$ cat src/rtl/rotation_nco_ctrl.sv
// rotation_nco_ctrl
// Run-lifecycle sequencer and NCO phase generator for the I/Q rotator.
// Incoming I/Q samples are delayed two stages so that they arrive at the
// rotator together with the sine/cosine derived from the phase accumulator.
// The sine/cosine values come from a quarter-wave table.
//
// state | meaning
// ------+-----------------------------------------------------------------
// IDLE  | configuration accepted, waiting for start
// RUN   | samples accepted, accumulator advances once per accepted sample
// DRAIN | three cycles to flush the pipeline and rotator register, then IDLE
module rotation_nco_ctrl #(
  parameter int NB_OUTPUT  = 8,
  parameter int NBF_OUTPUT = 6,
  parameter int NB_PHASE   = 16
) (
  input  logic                 clock,
  input  logic                 i_reset,
  input  logic                 i_cfg_valid,
  input  logic [NB_PHASE-1:0]  i_cfg_freq,
  input  logic [NB_PHASE-1:0]  i_cfg_phase,
  output logic                 o_cfg_ready,
  input  logic                 i_start,
  input  logic                 i_stop,
  input  logic                 i_valid,
  input  logic [NB_OUTPUT-1:0] i_dataI,
  input  logic [NB_OUTPUT-1:0] i_dataQ,
  output logic                 o_ready,
  output logic [NB_OUTPUT-1:0] o_dataI,
  output logic [NB_OUTPUT-1:0] o_dataQ,
  output logic [NB_OUTPUT-1:0] o_dataSin,
  output logic [NB_OUTPUT-1:0] o_dataCos,
  output logic                 o_valid,
  output logic                 o_rot_valid,
  output logic                 o_busy,
  output logic                 o_done
);

  localparam int NB_ADDR = 6;
  localparam logic [NB_OUTPUT-1:0] UNITY = NB_OUTPUT'(1 << NBF_OUTPUT);

  typedef enum logic [1:0] {
    ST_IDLE  = 2'd0,
    ST_RUN   = 2'd1,
    ST_DRAIN = 2'd2
  } state_t;

  state_t state;
  state_t state_next;

  logic [1:0]          drain_cnt;
  logic                done_reg;
  logic [NB_PHASE-1:0] acc;
  logic [NB_PHASE-1:0] freq_reg;

  logic                sample_acc;
  logic                cfg_acc;
  logic                drain_last;

  logic                s1_valid;
  logic [NB_OUTPUT-1:0] s1_i;
  logic [NB_OUTPUT-1:0] s1_q;
  logic [NB_ADDR-1:0]  s1_addr;

  logic [1:0]          lut_qd;
  logic [4:0]          lut_k;
  logic [NB_OUTPUT-1:0] q_k;
  logic [NB_OUTPUT-1:0] q_kc;
  logic [NB_OUTPUT-1:0] lut_sin;
  logic [NB_OUTPUT-1:0] lut_cos;

  logic                s2_valid;
  logic [NB_OUTPUT-1:0] s2_i;
  logic [NB_OUTPUT-1:0] s2_q;
  logic [NB_OUTPUT-1:0] s2_sin;
  logic [NB_OUTPUT-1:0] s2_cos;
  logic                rot_valid;

  // Quarter-wave sine table, 17 points covering 0..pi/2 inclusive.
  function automatic logic [NB_OUTPUT-1:0] quarter(input logic [4:0] idx);
    logic [NB_OUTPUT-1:0] v;
    case (idx)
      5'd0:    v = NB_OUTPUT'(0);
      5'd1:    v = NB_OUTPUT'(6);
      5'd2:    v = NB_OUTPUT'(12);
      5'd3:    v = NB_OUTPUT'(19);
      5'd4:    v = NB_OUTPUT'(24);
      5'd5:    v = NB_OUTPUT'(30);
      5'd6:    v = NB_OUTPUT'(36);
      5'd7:    v = NB_OUTPUT'(41);
      5'd8:    v = NB_OUTPUT'(45);
      5'd9:    v = NB_OUTPUT'(49);
      5'd10:   v = NB_OUTPUT'(53);
      5'd11:   v = NB_OUTPUT'(56);
      5'd12:   v = NB_OUTPUT'(59);
      5'd13:   v = NB_OUTPUT'(61);
      5'd14:   v = NB_OUTPUT'(63);
      default: v = UNITY;
    endcase
    return v;
  endfunction

  assign sample_acc = i_valid & (state == ST_RUN);
  assign cfg_acc    = i_cfg_valid & (state == ST_IDLE);
  assign drain_last = (state == ST_DRAIN) && (drain_cnt == 2'd0);

  // State register.
  always_ff @(posedge clock) begin
    if (i_reset) begin
      state <= ST_IDLE;
    end else begin
      state <= state_next;
    end
  end

  // Next-state decode; start/stop are only honoured in their own state.
  always_comb begin
    state_next = state;
    case (state)
      ST_IDLE:  if (i_start)   state_next = ST_RUN;
      ST_RUN:   if (i_stop)    state_next = ST_DRAIN;
      ST_DRAIN: if (drain_last) state_next = ST_IDLE;
      default:  state_next = ST_IDLE;
    endcase
  end

  // Drain down-counter: loaded on stop, terminal count ends the drain.
  always_ff @(posedge clock) begin
    if (i_reset) begin
      drain_cnt <= 2'd0;
    end else if ((state == ST_RUN) && i_stop) begin
      drain_cnt <= 2'd2;
    end else if ((state == ST_DRAIN) && (drain_cnt != 2'd0)) begin
      drain_cnt <= drain_cnt - 2'd1;
    end
  end

  // Done pulse coincides with the first IDLE cycle after a drain.
  always_ff @(posedge clock) begin
    if (i_reset) begin
      done_reg <= 1'b0;
    end else begin
      done_reg <= drain_last;
    end
  end

  // Phase accumulator and frequency word; wraps silently modulo a full turn.
  always_ff @(posedge clock) begin
    if (i_reset) begin
      acc      <= '0;
      freq_reg <= '0;
    end else if (cfg_acc) begin
      acc      <= i_cfg_phase;
      freq_reg <= i_cfg_freq;
    end else if (sample_acc) begin
      acc      <= acc + freq_reg;
    end
  end

  // Stage 1: capture sample and truncated table address of the current phase.
  always_ff @(posedge clock) begin
    if (i_reset) begin
      s1_valid <= 1'b0;
      s1_i     <= '0;
      s1_q     <= '0;
      s1_addr  <= '0;
    end else begin
      s1_valid <= sample_acc;
      if (sample_acc) begin
        s1_i    <= i_dataI;
        s1_q    <= i_dataQ;
        s1_addr <= acc[NB_PHASE-1 -: NB_ADDR];
      end
    end
  end

  assign lut_qd = s1_addr[5:4];
  assign lut_k  = {1'b0, s1_addr[3:0]};
  assign q_k    = quarter(lut_k);
  assign q_kc   = quarter(5'd16 - lut_k);

  // Quadrant folding of the quarter-wave table into full sin/cos.
  always_comb begin
    lut_sin = q_k;
    lut_cos = q_kc;
    case (lut_qd)
      2'd0: begin
        lut_sin = q_k;
        lut_cos = q_kc;
      end
      2'd1: begin
        lut_sin = q_kc;
        lut_cos = -q_k;
      end
      2'd2: begin
        lut_sin = -q_k;
        lut_cos = -q_kc;
      end
      default: begin
        lut_sin = -q_kc;
        lut_cos = q_k;
      end
    endcase
  end

  // Stage 2: rotator input registers; data holds while no sample is present.
  always_ff @(posedge clock) begin
    if (i_reset) begin
      s2_valid <= 1'b0;
      s2_i     <= '0;
      s2_q     <= '0;
      s2_sin   <= '0;
      s2_cos   <= '0;
    end else begin
      s2_valid <= s1_valid;
      if (s1_valid) begin
        s2_i   <= s1_i;
        s2_q   <= s1_q;
        s2_sin <= lut_sin;
        s2_cos <= lut_cos;
      end
    end
  end

  // Tracks the rotator's own output register, one cycle behind its inputs.
  always_ff @(posedge clock) begin
    if (i_reset) begin
      rot_valid <= 1'b0;
    end else begin
      rot_valid <= s2_valid;
    end
  end

  assign o_cfg_ready = (state == ST_IDLE);
  assign o_ready     = (state == ST_RUN);
  assign o_busy      = (state != ST_IDLE);
  assign o_done      = done_reg;
  assign o_valid     = s2_valid;
  assign o_rot_valid = rot_valid;
  assign o_dataI     = s2_i;
  assign o_dataQ     = s2_q;
  assign o_dataSin   = s2_sin;
  assign o_dataCos   = s2_cos;

endmodule

$ cat config.mk
export PLATFORM = sky130hd
export DESIGN_NAME = rotation_nco_ctrl
export DESIGN_NICKNAME = d
export VERILOG_FILES = /design/src/rtl/rotation_nco_ctrl.sv
export SDC_FILE = /design/constraint.sdc
export NUM_CORES = 1
export LEC_CHECK = 0
export ABC_CLOCK_PERIOD_IN_PS = 7900
export CAP_MARGIN = 20
export CORE_MARGIN = 1.5
export CORE_UTILIZATION = 69
export CTS_CLUSTER_DIAMETER = 120
export CTS_CLUSTER_SIZE = 14
export DETAILED_ROUTE_END_ITERATION = 8
export DONT_BUFFER_PORTS = 1
export PLACE_DENSITY_LB_ADDON = 0.08
export SLEW_MARGIN = 0
export SYNTH_ARGS = -nofsm -noshare
export SYNTH_HDL_FRONTEND = slang
export SYNTH_SLANG_ARGS = --single-unit
$ cat constraint.sdc
create_clock -name clock -period 7.9 [get_ports clock]
set_input_delay 0.79 -clock clock [delete_from_list [all_inputs] [get_ports clock]]
set_output_delay 0.79 -clock clock [all_outputs]
set_load 0.02 [all_outputs]
==> summary.md, run 1 <==
| Metric | Value |
|---|---|
| Status | `finished clean` |
| Diode count | `0` |
| RSZ-0062 raised after global routing | `no` |
| Max Fanout on Critical Path | `15` |
| H-tree depth | `3` |
| Yosys Warn Count | `0` |
| TritonCTS Buffers | `9` |
| Max Used Layer | `met4` |
| Worst-Margin Slew | `0.938 ns` |
| Fillers | `610` |
| Synth top area share | `between 30% and 40%` |
| DRC | `0` |
| Bufs on Longest Clock Path | `2` |
| IO buf count | `0` |
| Number of synthesized flops with an enable pin | `0` |
| Worst Setup Path Type | `reg2reg` |
| Post-Synthesis Cell Area | `approximately 0.0056 mm²` |
| Min-delay worst type | `reg2reg` |
| Fmax | `around 0.3 GHz` |
| First-pass GRT wire length | `approximately 22,000 µm` |
| Hold_buf cts | `0` |
| Clk Tree Root Cell | `clkbuf_8` |
| DR WL/cell | `roughly 17 µm` |
| Die width | `~93 µm` |
| Commonest non-fill, non-tap cell in the layout | `nand2_1` |
| Met2 WL | `between 6000 and 7000 µm` |
| Post-synthesis mux area share | `6.39%` |
| Seq cells post-synth | `101` |
| Sequential share of the synthesized area | `around 36%` |
| CTS Sinks | `~100` |
| CP required | `between 8 and 9 ns` |
| Largest net degree at the start of global routing | `a little under 90` |
| Number of DRC markers in iteration 0 | `~340` |
| DPL Wire Length | `between 9000 and 10,000 µm` |
| Vias in the first global route | `4,608` |
| Main combinational cell family by area after synthesis | `compound AO/OA/AOI/OAI gates` |
| Clk_lat worst skew | `roughly 0.38 ns` |
| Die ar. | `between 0.008 and 0.009 mm²` |
| Startpoint class of the critical path | `flip-flop` |
| Syn Nets | `around 790` |
| Setup ws final | `approximately 4.6 ns` |
| Max cap viols | `0` |
| Final period util | `around two fifths` |
| Postcts setup bufs | `0` |
| Most frequent cells in the layout | `nand2_1 (120), dfxtp_1 (101), a21oi_1 (70)` |
| Synth area leader | `dfxtp_1` |
| Met3 wire length | `~900 µm` |
| Reg-to-Reg Start | `s1_addr[0]$_SDFFE_PP0P_` |
| Asr flop ratio synth | `0%` |
| Dpl ws | `roughly 4.7 ns` |
| Metal1 wirelength | `~5600 µm` |
| Syn avg cell area | `~8 µm²` |
| P&R area growth vs syn | `3.66%` |
| WHS | `0.456 ns` |
| Worst Setup End Kind | `flip-flop` |
| Pleak | `between 2 and 2.5 nW` |
| Antenna violations before repair | `0` |
| Post-CTS sizing | `0` |
| Crit path DAT | `3.55 ns` |
| Hold_sp | `s1_i[6]$_SDFFE_PP0P_` |
| Pwr per Cell Area | `roughly 180 mW/mm²` |
| Register clock-pin slew on the reported worst setup and hold paths | `around 0.11 ns` |
| Setup crit start | `s1_addr[0]$_SDFFE_PP0P_` |
| Total global routing overflow | `0` |
| Max-slew headroom | `37.4%` |
| RD Place Congestion | `0.926` |
| Layout Nets | `between 700 and 800` |
| Setup TNS | `0 ns` |
| Final Max Tran Viols | `0` |
| I/O Pins | `92` |
| Share of cells above drive strength 1 | `under 10%` |
| Core ar. | `roughly 0.0078 mm²` |
| Global Route Usage Sum | `roughly a third` |
| Compound-cell area share of the yosys netlist | `about a fifth` |
| Final worst clock skew | `about 0.015 ns` |
| Cells after Synth | `around 700` |
| Vias | `between 4k and 5k` |
| Synth top area cells | `dfxtp_1 (36%), nand2_1 (8.0%), ha_1 (6.7%)` |
| TritonRoute pass-1 iters | `5` |
| Final min period | `3.30 ns` |
| Synth unique cells | `73` |
| Peak supply drop | `between 100 and 150 µV` |
| Final ANT Viol Nets | `0` |
| Initial Utilization | `71.8%` |
| Synth Flop Type | `dfxtp_1` |
| Adder-cell area share of the yosys netlist | `7.06%` |
| Avg Vias per Cell | `~6.4` |
| CTS tree | `yes` |
| Routed WL | `between 10,000 and 15,000 µm` |
| Number of setup violations in the final report | `0` |
| Final hold vios | `0` |
| Height of the die | `around 93 µm` |
| Post-synthesis simple-gate area fraction | `21.1%` |
| # rows | `32` |
| Xor-xnor portion of the synthesized cell area | `2.81%` |
## metal layers
metal	global-route usage [%]	vias to the layer above
met1	39.9	2348
met3	7.15	36
met5	0	-
met4	13.0	0
li1	-	2415
met2	52.4	182
## cells by family after synthesis
family,Yosys count
AO/OA/AOI/OAI,186
XOR/XNOR,18
adder cells (fa/ha/maj),31
buffers and inverters,74
flip-flops,101
multiplexers,33
AND/OR/NAND/NOR,260
## final timing paths
| kind | to | slack (ns) | cells past startpoint |
|---|---|---|---|
| min | s1_i[6]$_SDFFE_PP0P_ | 0.46 | 2 |
| min reg2reg | s1_i[6]$_SDFFE_PP0P_ | 0.46 | 2 |
| max reg2reg | o_dataSin[4]$_SDFFE_PP0P_ | 4.60 | 11 |
| max | o_dataSin[4]$_SDFFE_PP0P_ | 4.60 | 11 |
## metrics by stage
step	total power [mW]	cells	instance area (µm²)	util (%)
2_1_floorplan	0.677	703	5600	-
3_3_place_gp	0.696	768	5600	71.7
3_5_place_dp	0.702	768	5600	71.7
4_1_cts	1.04	784	5810	74.4
5_1_grt	1.08	784	5810	74.4
6_report	1.04	784	5810	74.4
## power breakdown
part / switching [mW] / internal [mW]
sequential: 0.0189 / 0.529
clock: 0.213 / 0.129
combinational: 0.0891 / 0.0572
## synthesized netlist by cell type, types with 7 or more instances
library cell    n
nor3_1         17
and2_1          8
ha_1           30
clkbuf_1       29
or3_1           9
a21o_1          9
xnor2_1        12
o21ai_0        28
a21oi_1        70
nand2_1       120
dfxtp_1       101
nor2b_1         7
nand3_1         9
inv_1          26
nor2_1         59
mux2i_1        29
a31oi_1        11
## critical path: stages (launching register included)
cell and delay, ns:
dfxtp_1 0.70, inv_1 0.23, ha_1 0.39, xnor2_1 0.37
a221oi_1 0.14, o221a_2 0.30, inv_2 0.08, ha_1 0.27
nand3_1 0.14, o21ai_0 0.21, xnor2_1 0.19, o21ai_0 0.16
## area by class of cell
| class | count | area [µm²] | share of cell area (%) |
|---|---|---|---|
| timing repair buffer | 5 | 37.5 | 0.646 |
| clock buffer | 9 | 124 | 2.13 |
| tap | 102 | 128 | 2.20 |
| sequential | 101 | 2020 | 34.8 |
| multi-input combinational | 528 | 3290 | 56.6 |
| clock inverter | 7 | 88.8 | 1.53 |
| inverter | 32 | 120 | 2.07 |
No activity file was read; power rests on OpenSTA's default activity.
==> run 2, diff against run 1 <==
Settings changed: ABC_CLOCK_PERIOD_IN_PS 7900 to 3200, CORE_UTILIZATION 69 to 64.
Clock period 7.9 ns to 3.2 ns, I/O delays scaled along.
==> summary.md, run 2 (synthesis gave the netlist of run 1 again) <==
| Metric | Value |
|---|---|
| Number of setup violations in the final report | `0 (unchanged)` |
| Final ANT Viol Nets | `0 (unchanged)` |
| Startpoint class of the critical path | `flip-flop` |
| P&R area growth vs syn | `5.16%` |
| Layout Nets | `773 (+1.4%)` |
| TritonRoute pass-1 iters | `6 (+1)` |
| Vias | `4,936 (-0.90%)` |
| Worst Setup Path Type | `reg2reg` |
| Worst-Margin Slew | `0.858 ns (-0.0809 ns)` |
| Pwr per Cell Area | `431 mW/mm² (+140%)` |
| TritonCTS Buffers | `9 (unchanged)` |
| Diode count | `0 (unchanged)` |
| RSZ-0062 raised after global routing | `no` |
| CTS tree | `yes` |
| Postcts setup bufs | `0 (unchanged)` |
| Final min period | `2.77 ns (-0.534 ns)` |
| Bufs on Longest Clock Path | `2 (unchanged)` |
| Dpl ws | `0.470 ns (-4.23 ns)` |
| Register clock-pin slew on the reported worst setup and hold paths | `0.11 ns (about the same)` |
| Commonest non-fill, non-tap cell in the layout | `nand2_1` |
| Multi-input gate area | `0.00329 mm² (unchanged)` |
| H-tree depth | `3 (unchanged)` |
| CP required | `3.46 ns (-4.69 ns)` |
| Vias in the first global route | `4,588 (-0.43%)` |
| Final Max Tran Viols | `0 (unchanged)` |
| Final period util | `86.4% (+45 points)` |
| DPL Wire Length | `9180 µm (+0.97%)` |
| Largest net degree at the start of global routing | `56 (-36%)` |
| Global Route Usage Sum | `29.3% (-2.4 points)` |
| Routed WL | `13,300 µm (about the same)` |
| Final worst clock skew | `0.0166 ns (+0.00196 ns)` |
| Height of the die | `96.6 µm (+3.7%)` |
| Most frequent cells in the layout | `nand2_1 (120), dfxtp_1 (101), a21oi_1 (70)` |
| Die width | `96.6 µm (+3.7%)` |
| Hold_sp | `i_reset` |
| # rows | `33 (+3.1%)` |
| IO buf count | `0 (unchanged)` |
| Number of DRC markers in iteration 0 | `294 (-12%)` |
| Core ar. | `0.00834 mm² (+6.8%)` |
| Placed Cells | `777 (+1.2%)` |
| Initial Utilization | `67.2% (-4.6 points)` |
| Avg Vias per Cell | `6.19 (-2.6%)` |
| Pleak | `2.29 nW (+1.8%)` |
| Final hold vios | `0 (unchanged)` |
| Fmax | `0.362 GHz (+19%)` |
| Worst Setup End Kind | `flip-flop` |
| Setup crit start | `s1_addr[0]$_SDFFE_PP0P_` |
| First-pass GRT wire length | `21,200 µm (-3.6%)` |
| Total Power | `2.54 mW (+140%)` |
| Register Area | `0.00202 mm² (unchanged)` |
| Setup ws final | `0.434 ns (-4.17 ns)` |
| Fillers | `709 (+16%)` |
| Non-filler cells, final | `798 (+1.8%)` |
| Hold_buf cts | `4 (+4)` |
| Antenna violations before repair | `0 (unchanged)` |
| Die ar. | `0.00933 mm² (+7.6%)` |
| DR WL/cell | `16.7 µm (-1.7%)` |
| Share of cells above drive strength 1 | `6.35% (+0.78 points)` |
| Max cap viols | `0 (unchanged)` |
| DRC | `0 (unchanged)` |
| Clk_lat worst skew | `0.38 ns (about the same)` |
| RD Place Congestion | `0.919 (-0.80%)` |
| CTS Sinks | `101 (unchanged)` |
| Reg-to-Reg Start | `s1_addr[0]$_SDFFE_PP0P_` |
| Clk Tree Root Cell | `clkbuf_8` |
| Status | `finished clean` |
| Crit path DAT | `3.02 ns (-0.53 ns)` |
| Post-CTS sizing | `0 (unchanged)` |
| Min-delay worst type | `in2reg` |
| I/O Pins | `92 (unchanged)` |
| Total global routing overflow | `0 (unchanged)` |
| Max-slew headroom | `42.6% (+5.2 points)` |
| Max Fanout on Critical Path | `11 (-4)` |
| Setup TNS | `0 ns (unchanged)` |
| Peak supply drop | `343 µV (+160%)` |
## run 2: stage by stage
stage,util [%],hold WS [ns],cell area [µm²]
finish,70.7,0.0165,5890
CTS,70.5,0.0000907,5880
global route,70.7,0.000949,5890
floorplan,-,0.436,5600
global placement,67.7,0.396,5650
detailed placement,67.7,0.399,5650
## run 2: area by class of cell
type                            count  share of cell area [%]
Clock inverter                      7                    1.25
Clock buffer                        9                    2.10
Inverter                           32                    2.04
Multi-Input combinational cell    528                    55.8
Timing Repair Buffer               16                    2.25
Sequential cell                   101                    34.3
Tap cell                          105                    2.23
## run 2: path summary, 6_finish.rpt
path	end	slack, ns	cells after the start
worst max-delay path	o_dataSin[4]$_SDFFE_PP0P_	0.43	10
worst min-delay path	o_done$_SDFF_PP0_	0.02	1
worst max register to register	o_dataSin[4]$_SDFFE_PP0P_	0.43	10
worst min register to register	s1_q[2]$_SDFFE_PP0P_	0.46	2
## run 2: worst max-delay path: stages, from the launching register on
cell and delay [ns]:
dfxtp_1 0.32, inv_1 0.14, ha_1 0.39, nor2b_1 0.27, o31ai_1 0.10, o21ai_1 0.40, ha_1 0.34, nand3_1 0.13
o21ai_0 0.24, xnor2_1 0.20, o21ai_0 0.13
## run 2: layer usage
layer  routed length (µm)  global-route usage [%]  vias up
met5                    0                       0        -
li1                     -                       -     2431
met4                  333                    12.1        0
met3                  757                    6.26       24
met2                 6630                    51.9      175
met1                 5580                    34.0     2306
## run 2: report_power, final
group          internal, mW  switching [mW]
clock                 0.311           0.499
combinational         0.149           0.228
sequential             1.31          0.0441
